--- config.mk ---
export PLATFORM = sky130hd
export DESIGN_NAME = fab_bitbang_driver
export DESIGN_NICKNAME = d
export VERILOG_FILES = /design/src/rtl/fab_cfg_pkg.sv /design/src/rtl/fab_phase_timer.sv /design/src/rtl/fab_bitbang_driver.sv
export SDC_FILE = /design/constraint.sdc
export NUM_CORES = 1
export LEC_CHECK = 0
export ABC_AREA = 0
export BUFFER_PORTS_ARGS = -buffer_cell sky130_fd_sc_hd__buf_2
export CAP_MARGIN = 30
export CORE_MARGIN = 1.5
export CORE_UTILIZATION = 50
export DETAILED_ROUTE_END_ITERATION = 8
export PLACE_DENSITY = 0.71
export SYNTH_ARGS = -nofsm -noshare
export SYNTH_HDL_FRONTEND = slang
export SYNTH_SLANG_ARGS = --single-unit
--- constraint.sdc ---
create_clock -name CLK -period 2.4 [get_ports CLK]
set_input_delay 0.36 -clock CLK [delete_from_list [all_inputs] [get_ports CLK]]
set_output_delay 0.36 -clock CLK [all_outputs]
set_load 0.1 [all_outputs]
--- src/rtl/fab_cfg_pkg.sv ---
// Shared types and defaults for the eFPGA fabric bit-bang configuration master.
package fab_cfg_pkg;

    typedef enum logic {
        IDLE,
        SHIFT
    } state_t;

    typedef enum logic [1:0] {
        PH_DATA,
        PH_CLK_HI,
        PH_CTRL,
        PH_CLK_LO
    } phase_t;

    localparam logic [31:0] FAB_CTRL_WORD = 32'h0000FAB1;

endpackage

--- src/rtl/fab_phase_timer.sv ---
// Quarter-bit prescaler: emits a one-cycle tick every PHASE_CYCLES enabled cycles.
module fab_phase_timer #(
    parameter int PHASE_CYCLES = 1
) (
    input  logic i_clk,
    input  logic i_rst,
    input  logic i_clear,
    input  logic i_enable,
    output logic o_tick
);

    localparam int CW = (PHASE_CYCLES > 1) ? $clog2(PHASE_CYCLES) : 1;
    localparam logic [CW-1:0] LAST = CW'(PHASE_CYCLES - 1);

    logic [CW-1:0] r_count;

    always_ff @(posedge i_clk) begin
        if (i_rst || i_clear) begin
            r_count <= '0;
        end else if (i_enable) begin
            r_count <= (r_count == LAST) ? '0 : r_count + 1'b1;
        end
    end

    assign o_tick = i_enable && (r_count == LAST);

endmodule

--- src/rtl/fab_bitbang_driver.sv ---
// Serialises stream words MSB-first onto per-channel s_clk/s_data pins,
// interleaving each data bit with one bit of a fixed control word.
module fab_bitbang_driver
    import fab_cfg_pkg::*;
#(
    parameter int                DATA_W       = 32,
    parameter logic [DATA_W-1:0] CTRL_WORD    = DATA_W'(FAB_CTRL_WORD),
    parameter int                PHASE_CYCLES = 1,
    parameter int                NUM_CH       = 1,
    parameter int                CNT_W        = 16
) (
    input  logic              CLK,
    input  logic              RST,
    input  logic [DATA_W-1:0] in_data,
    input  logic [NUM_CH-1:0] in_mask,
    input  logic              in_last,
    input  logic              in_valid,
    output logic              in_ready,
    output logic [NUM_CH-1:0] s_clk,
    output logic [NUM_CH-1:0] s_data,
    output logic              busy,
    output logic              word_done,
    output logic              frame_done,
    output logic [CNT_W-1:0]  words_sent
);

    localparam int IDX_W = (DATA_W > 1) ? $clog2(DATA_W) : 1;
    localparam logic [IDX_W-1:0] LAST_BIT = IDX_W'(DATA_W - 1);

    state_t            r_state;
    state_t            w_state_nx;
    phase_t            r_phase;
    logic [DATA_W-1:0] r_word;
    logic [DATA_W-1:0] r_ctrl;
    logic [DATA_W-1:0] w_word_shl;
    logic [NUM_CH-1:0] r_mask;
    logic [NUM_CH-1:0] r_s_clk;
    logic [NUM_CH-1:0] r_s_data;
    logic [IDX_W-1:0]  r_bit_idx;
    logic [CNT_W-1:0]  r_words_sent;
    logic              r_last;
    logic              r_in_ready;
    logic              r_busy;
    logic              r_word_done;
    logic              r_frame_done;
    logic              w_tick;
    logic              w_accept;
    logic              w_word_end;

    fab_phase_timer #(
        .PHASE_CYCLES(PHASE_CYCLES)
    ) u_phase_timer (
        .i_clk   (CLK),
        .i_rst   (RST),
        .i_clear (w_accept),
        .i_enable(r_state == SHIFT),
        .o_tick  (w_tick)
    );

    assign w_word_shl = r_word << 1;

    always_ff @(posedge CLK) begin
        if (RST) begin
            r_state <= IDLE;
        end else begin
            r_state <= w_state_nx;
        end
    end

    always_comb begin
        w_state_nx = r_state;
        w_accept   = 1'b0;
        w_word_end = 1'b0;
        case (r_state)
            IDLE: begin
                if (in_valid && r_in_ready) begin
                    w_accept   = 1'b1;
                    w_state_nx = SHIFT;
                end
            end
            SHIFT: begin
                if (w_tick && (r_phase == PH_CLK_LO) && (r_bit_idx == LAST_BIT)) begin
                    w_word_end = 1'b1;
                    w_state_nx = IDLE;
                end
            end
            default: w_state_nx = IDLE;
        endcase
    end

    // Data and ctrl words are kept as shift registers so the pin always takes bit DATA_W-1.
    always_ff @(posedge CLK) begin
        if (RST) begin
            r_phase      <= PH_DATA;
            r_word       <= '0;
            r_ctrl       <= '0;
            r_mask       <= '0;
            r_last       <= 1'b0;
            r_bit_idx    <= '0;
            r_s_clk      <= '0;
            r_s_data     <= '0;
            r_in_ready   <= 1'b0;
            r_busy       <= 1'b0;
            r_word_done  <= 1'b0;
            r_frame_done <= 1'b0;
            r_words_sent <= '0;
        end else begin
            r_in_ready   <= (w_state_nx == IDLE);
            r_busy       <= (w_state_nx != IDLE);
            r_word_done  <= w_word_end;
            r_frame_done <= w_word_end && r_last;
            if (w_word_end && (r_words_sent != '1)) begin
                r_words_sent <= r_words_sent + 1'b1;
            end

            if (w_accept) begin
                r_word    <= in_data;
                r_ctrl    <= CTRL_WORD;
                r_mask    <= in_mask;
                r_last    <= in_last;
                r_bit_idx <= '0;
                r_phase   <= PH_DATA;
                r_s_clk   <= '0;
                r_s_data  <= {NUM_CH{in_data[DATA_W-1]}} & in_mask;
            end else if ((r_state == SHIFT) && w_tick) begin
                case (r_phase)
                    PH_DATA: begin
                        r_phase <= PH_CLK_HI;
                        r_s_clk <= r_mask;
                    end
                    PH_CLK_HI: begin
                        r_phase  <= PH_CTRL;
                        r_s_data <= {NUM_CH{r_ctrl[DATA_W-1]}} & r_mask;
                    end
                    PH_CTRL: begin
                        r_phase <= PH_CLK_LO;
                        r_s_clk <= '0;
                    end
                    default: begin
                        r_phase <= PH_DATA;
                        // On the final bit s_data keeps the last ctrl bit through IDLE.
                        if (!w_word_end) begin
                            r_bit_idx <= r_bit_idx + 1'b1;
                            r_word    <= w_word_shl;
                            r_ctrl    <= r_ctrl << 1;
                            r_s_data  <= {NUM_CH{w_word_shl[DATA_W-1]}} & r_mask;
                        end
                    end
                endcase
            end
        end
    end

    assign in_ready   = r_in_ready;
    assign busy       = r_busy;
    assign word_done  = r_word_done;
    assign frame_done = r_frame_done;
    assign s_clk      = r_s_clk;
    assign s_data     = r_s_data;
    assign words_sent = r_words_sent;

endmodule

==> impl_metrics.prom, run 1 <==
# TYPE chip_impl_metric gauge
chip_impl_info{name="timing.critical_path.cells",value="ha_1 -> and3_1 -> ha_1 -> and3_4 -> nand4_4 -> nor4b_1 -> mux2_2"} 1
chip_impl_metric{name="clock_tree.buffer_depth",unit=""} 2
chip_impl_metric{name="postLayoutSetupSlackWorst",unit="ns"} 0.1997
chip_impl_metric{name="yosysTopAreaCellShare",unit="%"} 47.21
chip_impl_metric{name="max_slew_margin",unit="%"} 42.20
chip_impl_metric{name="clk_latency",unit="ns"} 0.36
chip_impl_metric{name="cts_setup_buffers",unit=""} 0
chip_impl_info{name="largest_cells_by_area_after_synthesis",value="dfxtp_1 47%, nand2_1 11%, a311oi_1 6.6%"} 1
chip_impl_info{name="rsz0062_at_grt",value="no"} 1
chip_impl_metric{name="post-place-ws",unit="ns"} 0.1931
chip_impl_info{name="synthFlopType",value="dfxtp_1"} 1
chip_impl_metric{name="power.ir.vdd_worst",unit="uV"} 465.9
chip_impl_metric{name="grt_pass1_wl",unit="um"} 14300
chip_impl_info{name="critical_path.startpoint",value="r_bit_idx[0]"} 1
chip_impl_metric{name="achievable-frequency",unit="MHz"} 454.5
chip_impl_metric{name="pwr_density_cell",unit="nW/um^2"} 669.8
chip_impl_metric{name="syn_nets",unit=""} 520
chip_impl_metric{name="routed_wirelength",unit="um"} 8220
chip_impl_info{name="tritoncts_clock_tree",value="yes"} 1
chip_impl_metric{name="cts_hold_repair.buffers",unit=""} 0
chip_impl_metric{name="synth.distinct_cells",unit=""} 51
chip_impl_metric{name="antenna_left",unit=""} 0
chip_impl_metric{name="synth_seq_cells",unit=""} 94
chip_impl_metric{name="die_area",unit="um^2"} 8517
chip_impl_metric{name="drt_iter0_markers",unit=""} 192
chip_impl_metric{name="insertedDiodeCount",unit=""} 0
chip_impl_metric{name="ys_seq_area_share",unit="%"} 47.21
chip_impl_metric{name="final_util",unit="%"} 58.35
chip_impl_metric{name="rows",unit=""} 32
chip_impl_metric{name="seqPwrFrac",unit="%"} 56.1
chip_impl_metric{name="report.final.slew_viol_count",unit=""} 0
chip_impl_info{name="critPathCapture",value="words_sent[13]"} 1
chip_impl_metric{name="timing.critical_path.depth",unit=""} 7
chip_impl_metric{name="p_leak",unit="nW"} 1.656
chip_impl_metric{name="grt.overflow.total",unit=""} 0
chip_impl_metric{name="worst-slew-pin-transition",unit="ns"} 0.8671
chip_impl_info{name="regToRegEndpoint",value="words_sent[13]"} 1
chip_impl_info{name="regToRegStartpoint",value="r_bit_idx[0]"} 1
chip_impl_info{name="timing.hold.worst.start",value="in_data[4]"} 1
chip_impl_metric{name="wire_length_per_cell",unit="um"} 13.11
chip_impl_metric{name="yosysWarningCount",unit=""} 0
chip_impl_info{name="critPathTopFamily",value="simple AND/OR/NAND/NOR gates"} 1
chip_impl_metric{name="fin_skew",unit="ns"} 0.01305
chip_impl_metric{name="io_pins",unit=""} 59
chip_impl_metric{name="post-layout-total-power",unit="W"} 0.003020
chip_impl_metric{name="final_net_count",unit=""} 565
chip_impl_metric{name="cts_buffers",unit=""} 9
chip_impl_metric{name="grt_pass1_vias",unit=""} 3166
chip_impl_metric{name="drtPass1Iterations",unit=""} 4
chip_impl_info{name="crit_top_cell",value="ha_1"} 1
chip_impl_info{name="cts.root.buffer_cell",value="clkbuf_8"} 1
chip_impl_metric{name="timing.reg2reg.setup_slack",unit="ns"} 0.20
chip_impl_metric{name="die_w",unit="um"} 92.29
chip_impl_metric{name="cts.sinks",unit=""} 94
chip_impl_metric{name="cap_viol_max_count",unit=""} 0
chip_impl_metric{name="net-switching-power",unit="W"} 0.0008069
chip_impl_metric{name="area_delta_synth_final",unit="%"} 13.12
chip_impl_metric{name="timing_hold_violations_final",unit=""} 0
chip_impl_metric{name="comb_power_share",unit="%"} 11.8
chip_impl_metric{name="asyncSetResetFlopFracSynth",unit="%"} 0
chip_impl_metric{name="die_height",unit="um"} 92.29
chip_impl_metric{name="layout_worst_path_cycle_share",unit="%"} 91.68
chip_impl_metric{name="post_cts.resized_instances",unit=""} 0
chip_impl_metric{name="pin_count_of_the_biggest_net_entering_global_routing",unit=""} 61
chip_impl_info{name="biggest_area_consumer_among_synthesized_cells",value="dfxtp_1"} 1
chip_impl_metric{name="cts-htree-levels",unit=""} 3
chip_impl_metric{name="finalWorstPathRequiredPeriod",unit="ns"} 2.200
chip_impl_metric{name="ff_to_ff_path_depth",unit=""} 7
chip_impl_info{name="startpoint_type",value="register"} 1
chip_impl_metric{name="critical-path-max-stage-delay",unit="ns"} 0.38
chip_impl_info{name="post_synth_most_frequent_cells",value="121 x nand2_1, 94 x dfxtp_1, 55 x nor2_1"} 1
chip_impl_metric{name="final_weighted_congestion_in_routability_driven_placement",unit=""} 0.8640
chip_impl_metric{name="critical_path.n_buffers_inverters",unit=""} 0
chip_impl_metric{name="netlist_instances",unit=""} 475
chip_impl_info{name="synth.most_common_cell",value="nand2_1"} 1
chip_impl_metric{name="initial_core_util",unit="%"} 51.59
chip_impl_metric{name="critPathMaxFanout",unit=""} 11
chip_impl_info{name="slowest_cp_cell",value="dfxtp_1"} 1
chip_impl_info{name="setup.worst_path.end_class",value="register"} 1
chip_impl_metric{name="worst_ep_arrival_time",unit="ns"} 2.46
chip_impl_metric{name="critical_path_required",unit="ns"} 2.66
chip_impl_metric{name="setup-violations-final",unit=""} 0
chip_impl_metric{name="power_frac_clock",unit="%"} 32.1
chip_impl_metric{name="remaining_drc_errors",unit=""} 0
chip_impl_metric{name="internal_power",unit="W"} 0.002214
chip_impl_metric{name="hpwlAfterDp",unit="um"} 5421
chip_impl_metric{name="placeable_core_area",unit="um^2"} 7727
chip_impl_metric{name="numPortBuffers",unit=""} 58
chip_impl_metric{name="synth.cell_area",unit="um^2"} 3986
chip_impl_metric{name="drive_above_1_share",unit="%"} 18.86
chip_impl_metric{name="routed_via_density",unit=""} 5.506
chip_impl_metric{name="number_of_synthesized_flops_with_an_enable_pin",unit=""} 0
chip_impl_metric{name="tns",unit="ns"} 0
chip_impl_metric{name="syn_area_per_cell",unit="um^2"} 8.392
chip_impl_metric{name="antenna_found_initial",unit=""} 0
chip_impl_metric{name="p_sw_share",unit="%"} 26.71
chip_impl_metric{name="grtUsageTotal",unit="%"} 20.66
chip_impl_metric{name="clkTransAtPathRegs",unit="ns"} 0.09
chip_impl_info{name="critPathKind",value="register to register"} 1
chip_impl_metric{name="vias",unit=""} 3452
chip_impl_info{name="run_status",value="completed"} 1
chip_impl_info{name="worst_hold_path_class",value="input pin to register"} 1
## state kept, by name, summed over array words and instances, names as in the netlist, 2 cells and up
register and flops:
r_bit_idx 5, r_ctrl 32, r_phase 2, r_word 31, words_sent 16
## worst min-delay path, delay by kind of cell
family                 cells  cell delay [ns]
buffers and inverters      1             0.10
AO/OA/AOI/OAI              1             0.07
AND/OR/NAND/NOR            1             0.04
## cell type report
cell class	instances	area, um^2
Clock inverter	4	28.78
Multi-Input combinational cell	342	1922
Tap cell	102	127.6
Clock buffer	12	155.1
Timing Repair Buffer	67	370.4
Inverter	6	22.52
Sequential cell	94	1883
Fill cell	724	3218
## how the worst min path moves through the flow
stage,end,depth (start not counted)
finish,r_word[4],3
global route,r_word[24],3
CTS,r_word[4],3
detailed placement,r_ctrl[28],2
global placement,r_ctrl[30],2
floorplan,r_last,2
## per-stage QoR
stage	cell area, um^2	cells	hold WS (ns)
final	4509	627	0.2505
after global routing	4509	627	0.2362
after CTS	4509	627	0.2316
after detailed placement	4325	611	0.4452
after global placement	4325	611	0.4374
after floorplan	3988	475	0.4316
## power groups by stage
| stage | registers, W | clock network (W) | logic (W) |
|---|---|---|---|
| global route | 0.00171 | 0.00107 | 0.000406 |
| detailed placement | 0.00173 | 0 | 0.000359 |
| CTS | 0.00169 | 0.00101 | 0.000360 |
| global placement | 0.00173 | 0 | 0.000350 |
| floorplan | 0.00174 | 0 | 0.000250 |
| finish | 0.00169 | 0.000970 | 0.000356 |
## cell families after synthesis
family	after synthesis	share of synthesized area, %
AND/OR/NAND/NOR	225	25.52
flip-flops	94	47.21
buffers and inverters	39	4.614
multiplexers	6	1.632
XOR/XNOR	3	0.6593
adder cells (fa/ha/maj)	8	2.511
AO/OA/AOI/OAI	100	17.86
## metal layers
metal	part of all wire (%)	up-vias	GRT usage, %	wire length [um]
met4	1.4	0	7.051	119
met3	3.6	12	5.255	296
met5	0	-	0	0
li1	-	1771	-	-
met2	48	63	34.81	3929
met1	47	1606	25.66	3876
## cell usage in the layout, fill, tap and decap left out, types with 3 or more instances in the layout
cell type,Yosys,final
a21oi_1,41,41
a221oi_1,9,9
a311oi_1,30,30
buf_2,12,58
buf_4,0,8
clkbuf_8,1,11
dfxtp_1,94,93
ha_1,8,8
inv_1,6,6
mux2_2,4,4
nand2_1,121,121
nand3_1,9,9
nand4_1,6,6
nor2_1,55,55
nor2b_1,3,3
nor3_1,3,3
nor4_1,3,3
o21ai_0,5,5
o31ai_1,6,6
or4_1,5,5
No activity file was read; power rests on OpenSTA's default activity.
==> run 2: changes to the inputs <==
--- a/config.mk
+++ b/config.mk
@@ -9,9 +9,9 @@
 export BUFFER_PORTS_ARGS = -buffer_cell sky130_fd_sc_hd__buf_2
 export CAP_MARGIN = 30
 export CORE_MARGIN = 1.5
-export CORE_UTILIZATION = 50
+export CORE_UTILIZATION = 55
 export DETAILED_ROUTE_END_ITERATION = 8
-export PLACE_DENSITY = 0.71
+export PLACE_DENSITY = 0.77
 export SYNTH_ARGS = -nofsm -noshare
 export SYNTH_HDL_FRONTEND = slang
 export SYNTH_SLANG_ARGS = --single-unit
==> impl_metrics.prom, run 2 (same netlist as run 1, synthesis figures left out) <==
# TYPE chip_impl_metric gauge
chip_impl_metric{name="die_area",unit="um^2"} 7768
chip_impl_metric{name="insertedDiodeCount",unit=""} 0
chip_impl_metric{name="p_leak",unit="nW"} 1.649
chip_impl_metric{name="drtPass1Iterations",unit=""} 4
chip_impl_metric{name="setup-violations-final",unit=""} 0
chip_impl_metric{name="min_delay_path_depth",unit=""} 3
chip_impl_metric{name="largest_reg_flops",unit=""} 32
chip_impl_metric{name="grt_pass1_wl",unit="um"} 13380
chip_impl_metric{name="globalRouteMet3Util",unit="%"} 3.016
chip_impl_metric{name="layout_worst_path_cycle_share",unit="%"} 93.53
chip_impl_metric{name="postLayoutSetupSlackWorst",unit="ns"} 0.1554
chip_impl_metric{name="report.final.slew_viol_count",unit=""} 0
chip_impl_metric{name="timing.hold.ws",unit="ns"} 0.2523
chip_impl_metric{name="worst-slew-pin-transition",unit="ns"} 0.5009
chip_impl_metric{name="final_weighted_congestion_in_routability_driven_placement",unit=""} 0.8520
chip_impl_metric{name="layoutNonFillerInstCount",unit=""} 620
chip_impl_metric{name="ff_to_ff_path_depth",unit=""} 7
chip_impl_metric{name="multi_input_comb_area",unit="um^2"} 1928
chip_impl_metric{name="vias",unit=""} 3509
chip_impl_info{name="critPathKind",value="register to register"} 1
chip_impl_metric{name="achievable-frequency",unit="MHz"} 445.5
chip_impl_metric{name="critical_path_required",unit="ns"} 2.65
chip_impl_metric{name="numPortBuffers",unit=""} 58
chip_impl_info{name="startpoint_type",value="register"} 1
chip_impl_metric{name="finalWorstPathRequiredPeriod",unit="ns"} 2.245
chip_impl_info{name="grt_most_used_layer",value="met2"} 1
chip_impl_metric{name="grt.overflow.total",unit=""} 0
chip_impl_info{name="worst_hold_path_class",value="input pin to register"} 1
chip_impl_metric{name="rows",unit=""} 30
chip_impl_metric{name="die_height",unit="um"} 88.14
chip_impl_metric{name="antenna_found_initial",unit=""} 0
chip_impl_metric{name="initial_core_util",unit="%"} 57.72
chip_impl_metric{name="num-fill-cells",unit=""} 632
chip_impl_metric{name="clk_latency",unit="ns"} 0.35
chip_impl_metric{name="cts_hold_repair.buffers",unit=""} 0
chip_impl_info{name="setup.worst_path.end_class",value="register"} 1
chip_impl_metric{name="clkTransAtPathRegs",unit="ns"} 0.09
chip_impl_info{name="cts.root.buffer_cell",value="clkbuf_8"} 1
chip_impl_metric{name="routed_via_density",unit=""} 5.660
chip_impl_metric{name="max_slew_margin",unit="%"} 66.60
chip_impl_metric{name="timing_hold_violations_final",unit=""} 0
chip_impl_metric{name="routed_wirelength",unit="um"} 8175
chip_impl_info{name="registers.top_by_ff_count",value="r_ctrl"} 1
chip_impl_metric{name="grt_pass1_vias",unit=""} 3003
chip_impl_metric{name="placeable_core_area",unit="um^2"} 6907
chip_impl_metric{name="pwr_density_cell",unit="nW/um^2"} 658.2
chip_impl_metric{name="cts_setup_buffers",unit=""} 0
chip_impl_metric{name="gr-usage-met1",unit="%"} 27.60
chip_impl_metric{name="post-place-cells",unit=""} 604
chip_impl_metric{name="worst_ep_arrival_time",unit="ns"} 2.49
chip_impl_metric{name="die_w",unit="um"} 88.14
chip_impl_info{name="most_common_library_cell_in_the_layout_ignoring_fill_and_taps",value="nand2_1"} 1
chip_impl_metric{name="antenna_left",unit=""} 0
chip_impl_metric{name="area_delta_synth_final",unit="%"} 12.77
chip_impl_metric{name="drive_above_1_share",unit="%"} 18.89
chip_impl_metric{name="use_met2",unit="%"} 36.57
chip_impl_metric{name="fin_skew",unit="ns"} 0.007777
chip_impl_info{name="layout_common_cells",value="121 x nand2_1, 93 x dfxtp_1, 58 x buf_2, 55 x nor2_1, 41 x a21oi_1"} 1
chip_impl_metric{name="remaining_drc_errors",unit=""} 0
chip_impl_info{name="rsz0062_at_grt",value="no"} 1
chip_impl_metric{name="critPathMaxFanout",unit=""} 11
chip_impl_metric{name="pin_count_of_the_biggest_net_entering_global_routing",unit=""} 61
chip_impl_metric{name="tns",unit="ns"} 0
chip_impl_metric{name="post-place-ws",unit="ns"} 0.2058
chip_impl_metric{name="cts_buffers",unit=""} 9
chip_impl_metric{name="final_net_count",unit=""} 564
chip_impl_metric{name="layout.area.seq",unit="um^2"} 1883
chip_impl_metric{name="cap_viol_max_count",unit=""} 0
chip_impl_metric{name="drt_iter0_markers",unit=""} 153
chip_impl_metric{name="clock_tree.buffer_depth",unit=""} 2
chip_impl_metric{name="cts.sinks",unit=""} 94
chip_impl_metric{name="power.ir.vdd_worst",unit="uV"} 426.4
chip_impl_metric{name="hpwlAfterDp",unit="um"} 5348
chip_impl_metric{name="io_pins",unit=""} 59
chip_impl_metric{name="cts-htree-levels",unit=""} 3
chip_impl_info{name="tritoncts_clock_tree",value="yes"} 1
chip_impl_metric{name="grtUsageTotal",unit="%"} 21.62
chip_impl_info{name="run_status",value="completed"} 1
chip_impl_metric{name="wire_length_per_cell",unit="um"} 13.19
-- run 2: area by class of cell --
| class | instances | share of cell area (%) |
|---|---|---|
| clock inverters | 6 | 0.8628 |
| well taps | 96 | 2.672 |
| inverters | 6 | 0.5010 |
| multi-input cells | 342 | 42.89 |
| clock buffers | 10 | 2.839 |
| repair buffers | 66 | 8.350 |
| flip-flops and latches | 94 | 41.89 |
-- run 2: timing repair --
action                                  in CTS  in global routing
hold endpoints to repair                     0                  0
gates resized for setup                      0                  1
endpoints found under the setup margin       0                  2
-- run 2: metrics by stage --
stage / area (um^2) / utilization (%) / power (W)
after floorplan: 3988 / - / 0.001993
after global placement: 4323 / 62.59 / 0.002072
after detailed placement: 4323 / 62.59 / 0.002083
after CTS: 4489 / 65.00 / 0.002984
after global routing: 4496 / 65.09 / 0.003107
final: 4496 / 65.09 / 0.002959
-- run 2: worst paths after layout --
check          startpoint  slack [ns]             end
max reg2reg  r_bit_idx[0]        0.16  words_sent[11]
max          r_bit_idx[0]        0.16  words_sent[11]
min reg2reg    r_ctrl[28]        0.45      r_ctrl[29]
min               in_last        0.25          r_last
-- run 2: layer usage --
layer	wire (um)	up-vias
li1	-	1763
met1	3797	1647
met2	3943	86
met3	283	13
met4	151	0
met5	0	-
-- run 2: power by group --
part | switching (W) | internal [W]
sequential | 0.0000484 | 0.00164
combinational | 0.000223 | 0.000133
clock | 0.000537 | 0.000373
total | 0.000808 | 0.00215
-- run 2: worst max-delay path: stages, from the launching register on --
cell,delay [ns]
dfxtp_1,0.38
ha_1,0.19
and3_1,0.17
ha_1,0.22
and3_4,0.27
nand4_4,0.18
nor4_1,0.37
mux2_2,0.37
